==> config.mk <==
export PLATFORM = sky130hd
export DESIGN_NAME = truth_table_sweeper
export DESIGN_NICKNAME = d
export VERILOG_FILES = /design/src/rtl/truth_table_sweeper.sv
export SDC_FILE = /design/constraint.sdc
export NUM_CORES = 1
export LEC_CHECK = 0
export ABC_AREA = 1
export CAP_MARGIN = 20
export CORE_ASPECT_RATIO = 1.75
export CORE_MARGIN = 2
export CORE_UTILIZATION = 45
export CTS_CLUSTER_DIAMETER = 80
export DETAILED_ROUTE_END_ITERATION = 10
export PLACE_DENSITY = 0.74
export SETUP_SLACK_MARGIN = 0.1
export SLEW_MARGIN = 10
export SYNTH_ARGS = -nofsm -noshare
export SYNTH_HDL_FRONTEND = slang
export SYNTH_SLANG_ARGS = --single-unit
==> constraint.sdc <==
create_clock -name i_clk -period 1.27 [get_ports i_clk]
set_input_delay 0.254 -clock i_clk [delete_from_list [all_inputs] [get_ports i_clk]]
set_output_delay 0.254 -clock i_clk [all_outputs]
set_load 0.01 [all_outputs]
==> src/rtl/truth_table_sweeper.sv <==
// -----------------------------------------------------------------------------
// truth_table_sweeper
//   Exhaustively exercises one N_IN-input, single-output combinational gate.
//   Every input row 0..R-1 is driven in ascending order and held for SETTLE
//   cycles. The gate output is sampled on the last edge of that window. The
//   captured truth table is assembled as a Wolfram-style rule word and then
//   compared with an expected rule that is latched when the sweep is accepted.
//
//   Rule bit order: row k (input vector {in1..inN} == k) lands in rule bit
//   R-1-k, so rule bit R-1 holds the output for row 0.
//
// Parameters
//   N_IN    number of gate inputs (rule width R = 2**N_IN)
//   SETTLE  cycles each row is held before sampling (>= 1)
//
// Ports
//   i_clk         clock, rising edge
//   i_rst_n       synchronous active-low reset
//   i_start       request a sweep (accepted only in IDLE, and only without abort)
//   i_abort       cancel a running sweep
//   i_rule_exp    expected rule word, latched on start accept
//   i_dut_out     output of the gate under evaluation
//   o_drv_in      gate inputs; o_drv_in[N_IN-1] is in1 (MSB of the row index)
//   o_busy        high while a sweep is running (RUN and REPORT)
//   o_done        one-cycle pulse when the results are valid
//   o_meas_rule   measured rule word
//   o_mismatch    o_meas_rule XOR latched expected rule
//   o_pass        mismatch == 0
//   o_fail_valid  at least one row mismatched
//   o_fail_idx    lowest mismatching row index (0 if none)
// -----------------------------------------------------------------------------
module truth_table_sweeper #(
  parameter  int N_IN   = 3,
  parameter  int SETTLE = 4,
  localparam int R      = 1 << N_IN
) (
  input  logic            i_clk,
  input  logic            i_rst_n,
  input  logic            i_start,
  input  logic            i_abort,
  input  logic [R-1:0]    i_rule_exp,
  input  logic            i_dut_out,
  output logic [N_IN-1:0] o_drv_in,
  output logic            o_busy,
  output logic            o_done,
  output logic [R-1:0]    o_meas_rule,
  output logic [R-1:0]    o_mismatch,
  output logic            o_pass,
  output logic            o_fail_valid,
  output logic [N_IN-1:0] o_fail_idx
);

  // A single-cycle settle window still needs a 1-bit counter.
  localparam int                CNT_W    = (SETTLE > 1) ? $clog2(SETTLE) : 1;
  localparam logic [CNT_W-1:0]  CNT_LAST = CNT_W'(SETTLE - 1);
  localparam logic [N_IN-1:0]   ROW_LAST = {N_IN{1'b1}};

  typedef enum logic [1:0] {
    S_IDLE   = 2'd0,
    S_RUN    = 2'd1,
    S_REPORT = 2'd2
  } state_t;

  state_t            r_state;
  logic [N_IN-1:0]   r_row;
  logic [CNT_W-1:0]  r_cnt;
  logic [R-1:0]      r_exp;
  logic [R-1:0]      r_meas;
  logic [R-1:0]      r_mismatch;
  logic              r_pass;
  logic              r_fail_valid;
  logic [N_IN-1:0]   r_fail_idx;
  logic [N_IN-1:0]   r_drv;
  logic              r_busy;
  logic              r_done;

  // Result evaluation, consumed only on the edge that leaves REPORT.
  logic [R-1:0]      w_mismatch;
  logic [N_IN-1:0]   w_fail_idx;
  logic              w_sample;
  logic              w_last_row;

  assign w_mismatch = r_meas ^ r_exp;
  assign w_sample   = (r_cnt == CNT_LAST);
  assign w_last_row = (r_row == ROW_LAST);

  // Lowest mismatching row. Row k lives at rule bit R-1-k, so scanning rows
  // from high to low and overwriting leaves the smallest k in place.
  always_comb begin
    w_fail_idx = '0;
    for (int k = R - 1; k >= 0; k--) begin
      if (w_mismatch[R-1-k]) w_fail_idx = N_IN'(k);
    end
  end

  always_ff @(posedge i_clk) begin
    if (!i_rst_n) begin
      r_state      <= S_IDLE;
      r_row        <= '0;
      r_cnt        <= '0;
      r_exp        <= '0;
      r_meas       <= '0;
      r_mismatch   <= '0;
      r_pass       <= 1'b0;
      r_fail_valid <= 1'b0;
      r_fail_idx   <= '0;
      r_drv        <= '0;
      r_busy       <= 1'b0;
      r_done       <= 1'b0;
    end else begin
      // done is a single-cycle pulse; only the REPORT exit raises it.
      r_done <= 1'b0;
      unique case (r_state)
        S_IDLE: begin
          r_drv  <= '0;
          r_busy <= 1'b0;
          // start together with abort is treated as no request.
          if (i_start && !i_abort) begin
            r_exp        <= i_rule_exp;
            r_row        <= '0;
            r_cnt        <= '0;
            r_meas       <= '0;
            r_mismatch   <= '0;
            r_pass       <= 1'b0;
            r_fail_valid <= 1'b0;
            r_fail_idx   <= '0;
            r_drv        <= '0;
            r_busy       <= 1'b1;
            r_state      <= S_RUN;
          end
        end

        S_RUN: begin
          if (i_abort) begin
            // Partial capture stays visible in meas_rule; no verdict.
            r_state      <= S_IDLE;
            r_busy       <= 1'b0;
            r_drv        <= '0;
            r_pass       <= 1'b0;
            r_fail_valid <= 1'b0;
            r_cnt        <= '0;
            r_row        <= '0;
          end else if (w_sample) begin
            // Last cycle of this row's settle window: capture the gate.
            r_meas[ROW_LAST - r_row] <= i_dut_out;
            r_cnt                    <= '0;
            if (w_last_row) begin
              r_state <= S_REPORT;
            end else begin
              r_row <= r_row + 1'b1;
              r_drv <= r_row + 1'b1;
            end
          end else begin
            r_cnt <= r_cnt + 1'b1;
          end
        end

        S_REPORT: begin
          r_state <= S_IDLE;
          r_busy  <= 1'b0;
          r_drv   <= '0;
          r_row   <= '0;
          if (i_abort) begin
            r_pass       <= 1'b0;
            r_fail_valid <= 1'b0;
          end else begin
            r_mismatch   <= w_mismatch;
            r_pass       <= (w_mismatch == '0);
            r_fail_valid <= |w_mismatch;
            r_fail_idx   <= w_fail_idx;
            r_done       <= 1'b1;
          end
        end

        default: begin
          r_state <= S_IDLE;
          r_busy  <= 1'b0;
          r_drv   <= '0;
        end
      endcase
    end
  end

  assign o_drv_in     = r_drv;
  assign o_busy       = r_busy;
  assign o_done       = r_done;
  assign o_meas_rule  = r_meas;
  assign o_mismatch   = r_mismatch;
  assign o_pass       = r_pass;
  assign o_fail_valid = r_fail_valid;
  assign o_fail_idx   = r_fail_idx;

endmodule

[Word level (Yosys, flattened, before mapping)]
Cells that the tools add are included.
Word-level totals
  register bits: 41
  bits of input ports: 13
  output and inout port bits: 26
Operators by class
  add/sub/neg operators: 3
  magnitude comparators: 2
  equal/unequal tests: 12
  multiplexer cells: 42
  bitwise operators: 4
  reduce and logical (&&, ||, !) cells: 19
Operators by type and width (number)
  $mux W3: 13
  $mux W8: 4
  $pmux W8 S2: 2
  $mux W2: 7
  $ne A2 B2 Y1 const B: 5
  $ne A3 B3 Y1 const B: 3
  $pmux W3 S3: 1
  $reduce_and A3 Y1: 3
  $bwmux W8: 1
  $logic_not A8 Y1: 1
  $pmux W2 S2: 2
  $reduce_and A2 Y1: 4
  $reduce_and A4 Y1: 2
  $reduce_or A8 Y1: 1
  $xor A8 B8 Y8: 1
  $mux W1: 7
  $pmux W1 S3: 2
  $pmux W3 S2: 1
  $eq A2 B2 Y1 const B: 2
  $lt A3 B4 Y1 const B: 1
  $reduce_bool A2 Y1: 2
  $add A3 B1 Y3 const B: 1
  $demux W1 S3: 1
  $eq A3 B3 Y1 const B: 1
  11 further kinds: 14

[Logic depth before layout (Yosys ltp)]
Gate-level depths: netlist of the first run.
  word-level depth: 11
  gate-level depth with buffers: 11
  gate-level depth less buffers: 11

[Least setup slack after synthesis of the first run]
Ideal clock, no wire load.
  path kind: reg-to-reg
  start: register r_row[0]
  end: register r_drv[1] (netlist: o_drv_in[1])
  library setup time: 0.109 ns
  arrival time: 1.277 ns
  data required time: 1.161 ns
  path slack: -0.116 ns
  cell stages (with the launch flop): 8
  path buffers: 0
  path through: dfxtp_1 ha_1 ha_1 inv_1 nand2_1 mux2_2 nand2_1 inv_1
Between the ends
  word-level cells in the longest chain between the ends: 3
  elaborated cells on any way between the ends: 4
  those cells by class: add/sub: 1; eq/ne: 1; bitwise: 1; reduce/logical: 1
Ends and longest elaborated chain
  from (decl): RTL line 65  | logic [N_IN-1:0] r_row;
  from (signal assigned): RTL line 150  | r_row <= r_row + 1'b1;
  branches (longest 3 deep; another with $add A3 B1 Y3)
  to (signal assigned): RTL line 151  | r_drv <= r_row + 1'b1;
  to (decl): RTL line 73  | logic [N_IN-1:0] r_drv;
Parallel ways; which one is timed is not known.
A chain may end at the register's enable or synchronous reset.

[Final worst setup path of the first run]
  start: register r_state[1]
  end: register r_row[0]
Between the ends
  word-level cells in the longest chain between the ends: 3
  elaborated cells on any way between the ends: 9
  those cells by class: eq/ne: 5; mux: 1; reduce/logical: 3
Ends and longest elaborated chain
  from (decl): RTL line 64  | state_t r_state;
  from (signal assigned): RTL line 98  | r_state <= S_IDLE;
  from (signal assigned): RTL line 129  | r_state <= S_RUN;
  from (signal assigned): RTL line 136  | r_state <= S_IDLE;
  $eq A2 B1 Y1 (tied with other cells): RTL line 113  | unique case (r_state)
  $ne A3 B3 Y1 (no source line) (tied with other cells)
  $reduce_and A4 Y1 (no source line)
Several ways; a longest one is shown, not always the timed one.

==> impl_metrics.py, run 1 <==
metrics = {
    "setup_path": {
        "start_kind": "flip-flop",
        "crit_fanout": 6,
        "worst-r2r-cell-count": 9,
        "crit_arrival_ps": 1540,
        "path_common_cell": "nand2_4",
        "slowest_stage": "dfxtp_4",
        "worst_r2r_endpoint": "r_row[0]$_SDFFE_PN0P_",
        "rrSetupSlack_ps": -50,
        "cp_cell_sequence": "inv_4, nand2_4, nor2_4, buf_4, buf_6, o21ai_4, nand2_4, a21oi_2, a211oi_2",
        "crit_path_end_kind": "flip-flop",
        "worstSetupPathType": "reg2reg",
        "worst_path_largest_cell_delay_ps": 370,
        "worstReg2RegStart": "r_state[1]$_SDFFE_PN0P_",
        "worst-endpoint-required_ps": 1490,
    },
    "grt": {
        "total_routing_usage_gr": 0.233,
        "grt_pass1_wl_um": 8000,
        "grt_start_max_net_pins": 21,
        "total_congestion_overflow": 0,
        "number_of_antenna_violations_at_the_first_check_in_global_routing": 0,
        "first_global_vias": 1883,
    },
    "logic_synthesis": {
        "netlist-cell-type-count": 27,
        "postSynthRegisterBits": 41,
        "synthesis.yosys.warnings": 0,
        "synthesis.nets": 261,
        "mean_post_synth_cell_area_sq_um": 7.67,
        "post_synth_instance_area_sq_um": 1880,
        "seq_area_frac_synth": 0.437,
        "syn_inst": 245,
    },
    "timing": {
        "drv_slew": 0,
        "worst_slew_margin_rel": 0.802,
        "setup_violations": 18,
        "layout_min_cycle_time_ps": 1320,
        "max_slew.worst_pin.slew_ps": 296,
        "fmax_mhz": 758,
        "finalSetupTns_ps": -361,
        "grt_setup_unrepaired": "yes",
        "skew_ps": 12.8,
        "finalHoldViolCount": 0,
        "worst_slack_ps": -49.5,
        "fin_crit_sh": 1.04,
    },
    "clock_tree": {
        "h_tree_levels": 2,
        "clock-sinks": 41,
        "insertion_delay_ps": 300,
        "postCtsHoldBufs": 0,
        "clock-root-buffer": "clkbuf_8",
        "cts-buffers-inserted": 5,
        "tritoncts_clock_tree": "done",
        "clockBufferDepth": 2,
        "cts.clk_slew.worst_paths_ps": 90,
    },
    "run_status": {
        "failed_checks": "setup timing",
        "run_status": "finished with violations",
    },
    "routing": {
        "count_of_nets_left_with_antenna_violations_after_detail_routing": 0,
        "post-route-drc-count": 0,
        "avg_wl_per_cell_um": 15.2,
        "routed-via-count": 2011,
        "drt-vias-per-instance": 5.31,
        "drt_wl_total_um": 5750,
        "detail_route.iter0.violations": 64,
        "drt_pass1_iterations": 4,
    },
    "pwr": {
        "net-switching-power_mw": 0.850,
        "switching_share": 0.298,
        "cellPowerDensity_nw_per_um2": 933,
        "p_total_mw": 2.85,
        "ir_worst_vdd_v": 0.000844,
        "p_leak_nw": 1.31,
        "p_seq_frac": 0.478,
        "clkPwrFrac": 0.300,
        "comb_power_share": 0.222,
        "internal_power_mw": 2.00,
    },
    "cells_and_area": {
        "layout-area-overhead-vs-synth_pct": 62.8,
        "mostFrequentLayoutCells": "buf_4, nand2_1, dfxtp_1",
        "postLayoutCellArea_sq_um": 3060,
        "drive_gt1_frac": 0.476,
        "final_net_count": 345,
        "area.sequential_sq_um": 862,
        "finish.utilization": 0.751,
        "multi_input_combinational_cell_area_sq_um": 1220,
        "insertedDiodeCount": 0,
        "fillerInstances": 298,
        "layout_commonest_cell": "buf_4",
    },
    "floorplan": {
        "die_h_um": 89.5,
        "floorplan.io_pins": 39,
        "die_area_sq_um": 4730,
        "core-area_sq_um": 4070,
        "start_util": 0.461,
        "chipWidth_um": 52.9,
        "fp-row-count": 31,
    },
    "hold_path": {
        "worst_hold_path.endpoint": "o_mismatch[0]$_SDFFE_PN0P_",
        "hold_path_depth": 2,
        "worstHoldStart": "o_mismatch[0]$_SDFFE_PN0P_",
        "hp-class": "reg2reg",
    },
    "placement": {
        "port-buffer-count": 38,
        "placement.cell_area_sq_um": 2610,
        "gpl.final_weighted_congestion": 0.874,
        "post-place-ws_ps": -449,
        "hpwlAfterDp_um": 3620,
    },
    "job": {
        "timing.max_cap.violations": 0,
    },
}
-- Yosys cell counts --
master | n | area, sq um
nand2_1 | 48 | 180
dfxtp_1 | 41 | 821
o21ai_0 | 26 | 130
nor2_1 | 24 | 90.1
inv_1 | 23 | 86.3
a21oi_1 | 22 | 110
nand4_1 | 9 | 56.3
nor3_1 | 8 | 40.0
xnor2_1 | 6 | 52.6
o211a_1 | 5 | 50.1
clkbuf_1 | 4 | 15.0
nand3_1 | 4 | 20.0
ha_1 | 3 | 37.5
inv_2 | 3 | 11.3
nor2_4 | 3 | 33.8
a22oi_1 | 2 | 15.0
buf_6 | 2 | 22.5
mux2_2 | 2 | 22.5
nand2_4 | 2 | 22.5
a211oi_1 | 1 | 7.51
a311oi_1 | 1 | 8.76
a31o_2 | 1 | 8.76
clkbuf_2 | 1 | 5.00
clkinv_1 | 1 | 3.75
nor3b_1 | 1 | 7.51
o21ai_1 | 1 | 5.00
o21ai_4 | 1 | 16.3
-- what timing repair did --
item / in CTS / in global routing
pin swaps: 13 / 21
buffers inserted: 2 / 7
gates resized for setup: 105 / 86
cloned: 1 / 0
setup endpoints to repair: 65 / 57
-- sequential cells by signal (all words and copies together) (netlist names) --
name,flops
o_meas_rule,8
o_pass,1
r_row,3
o_drv_in,3
o_fail_idx,3
o_done,1
o_busy,1
r_state,2
r_cnt,2
o_mismatch,8
o_fail_valid,1
r_exp,8
-- layout make-up --
type	instances	area share
Clock buffer	5	0.0225
Clock inverter	3	0.00572
Inverter	27	0.0392
Multi-Input combinational cell	170	0.398
Sequential cell	41	0.282
Tap cell	49	0.0200
Timing Repair Buffer	83	0.231
Timing Repair inverter	1	0.00245
-- critical path: cells and delay by family (launching register included) --
family,cells,cell delay (ps)
buffers and inverters,3,310
and+or+nand+nor,3,270
AOI/OAI and AO/OA,3,280
DFF,1,370
-- worst max-delay path by stage --
stage                                       start                     endpoint  slack, ps
after floorplan           r_state[1]$_SDFFE_PN0P_  o_meas_rule[6]$_SDFFE_PN0P_        -20
after global placement                    i_start   o_mismatch[3]$_SDFFE_PN0P_       -420
after detailed placement                  i_start   o_mismatch[3]$_SDFFE_PN0P_       -450
after CTS                   r_row[0]$_SDFFE_PN0P_     o_drv_in[1]$_SDFFE_PP0P_        -20
after global routing      r_state[1]$_SDFFE_PN0P_  o_meas_rule[6]$_SDFFE_PN0P_       -120
final                     r_state[1]$_SDFFE_PN0P_        r_row[0]$_SDFFE_PN0P_        -50
-- stage by stage --
stage	instances	hold slack [ps]
global placement	361	447
detailed placement	361	450
CTS	372	461
finish	379	472
global route	379	483
floorplan	245	421
-- power by group through the flow --
stage / logic (mW) / registers (mW) / clock network (mW)
2_1_floorplan: 0.247 / 1.41 / 0
3_3_place_gp: 0.475 / 1.40 / 0
3_5_place_dp: 0.481 / 1.40 / 0
4_1_cts: 0.530 / 1.37 / 0.869
5_1_grt: 0.679 / 1.37 / 0.924
6_report: 0.633 / 1.37 / 0.855
-- per-layer routing --
| layer | vias up | share of wire | GRT usage | wire length, um |
|---|---|---|---|---|
| met2 | 43 | 0.59 | 0.440 | 3360 |
| met3 | 11 | 0.036 | 0.0452 | 206 |
| li1 | 994 | - | - | - |
| met5 | - | 0 | 0 | 0 |
| met4 | 0 | 0.026 | 0.128 | 150 |
| met1 | 963 | 0.35 | 0.226 | 2020 |
-- cells by family after synthesis --
kind of cell               count (synthesis)  synth area share
and+or+nand+nor                           99             0.240
AOI/OAI and AO/OA                         60             0.187
DFF                                       41             0.437
buffers and inverters                     34            0.0766
xor gates and xnor gates                   6            0.0280
adders and majority gates                  3            0.0200
muxes                                      2            0.0120
No activity file was read; power rests on OpenSTA's default activity.
==> run 2: changes to the inputs <==
--- a/config.mk
+++ b/config.mk
@@ -6,7 +6,7 @@
 export NUM_CORES = 1
 export LEC_CHECK = 0
 export ABC_AREA = 1
-export CAP_MARGIN = 20
+export CAP_MARGIN = 40
 export CORE_ASPECT_RATIO = 1.75
 export CORE_MARGIN = 2
 export CORE_UTILIZATION = 45
==> results of run 2 <==
The final DEF is identical to that of run 1; final timing and power are the same.
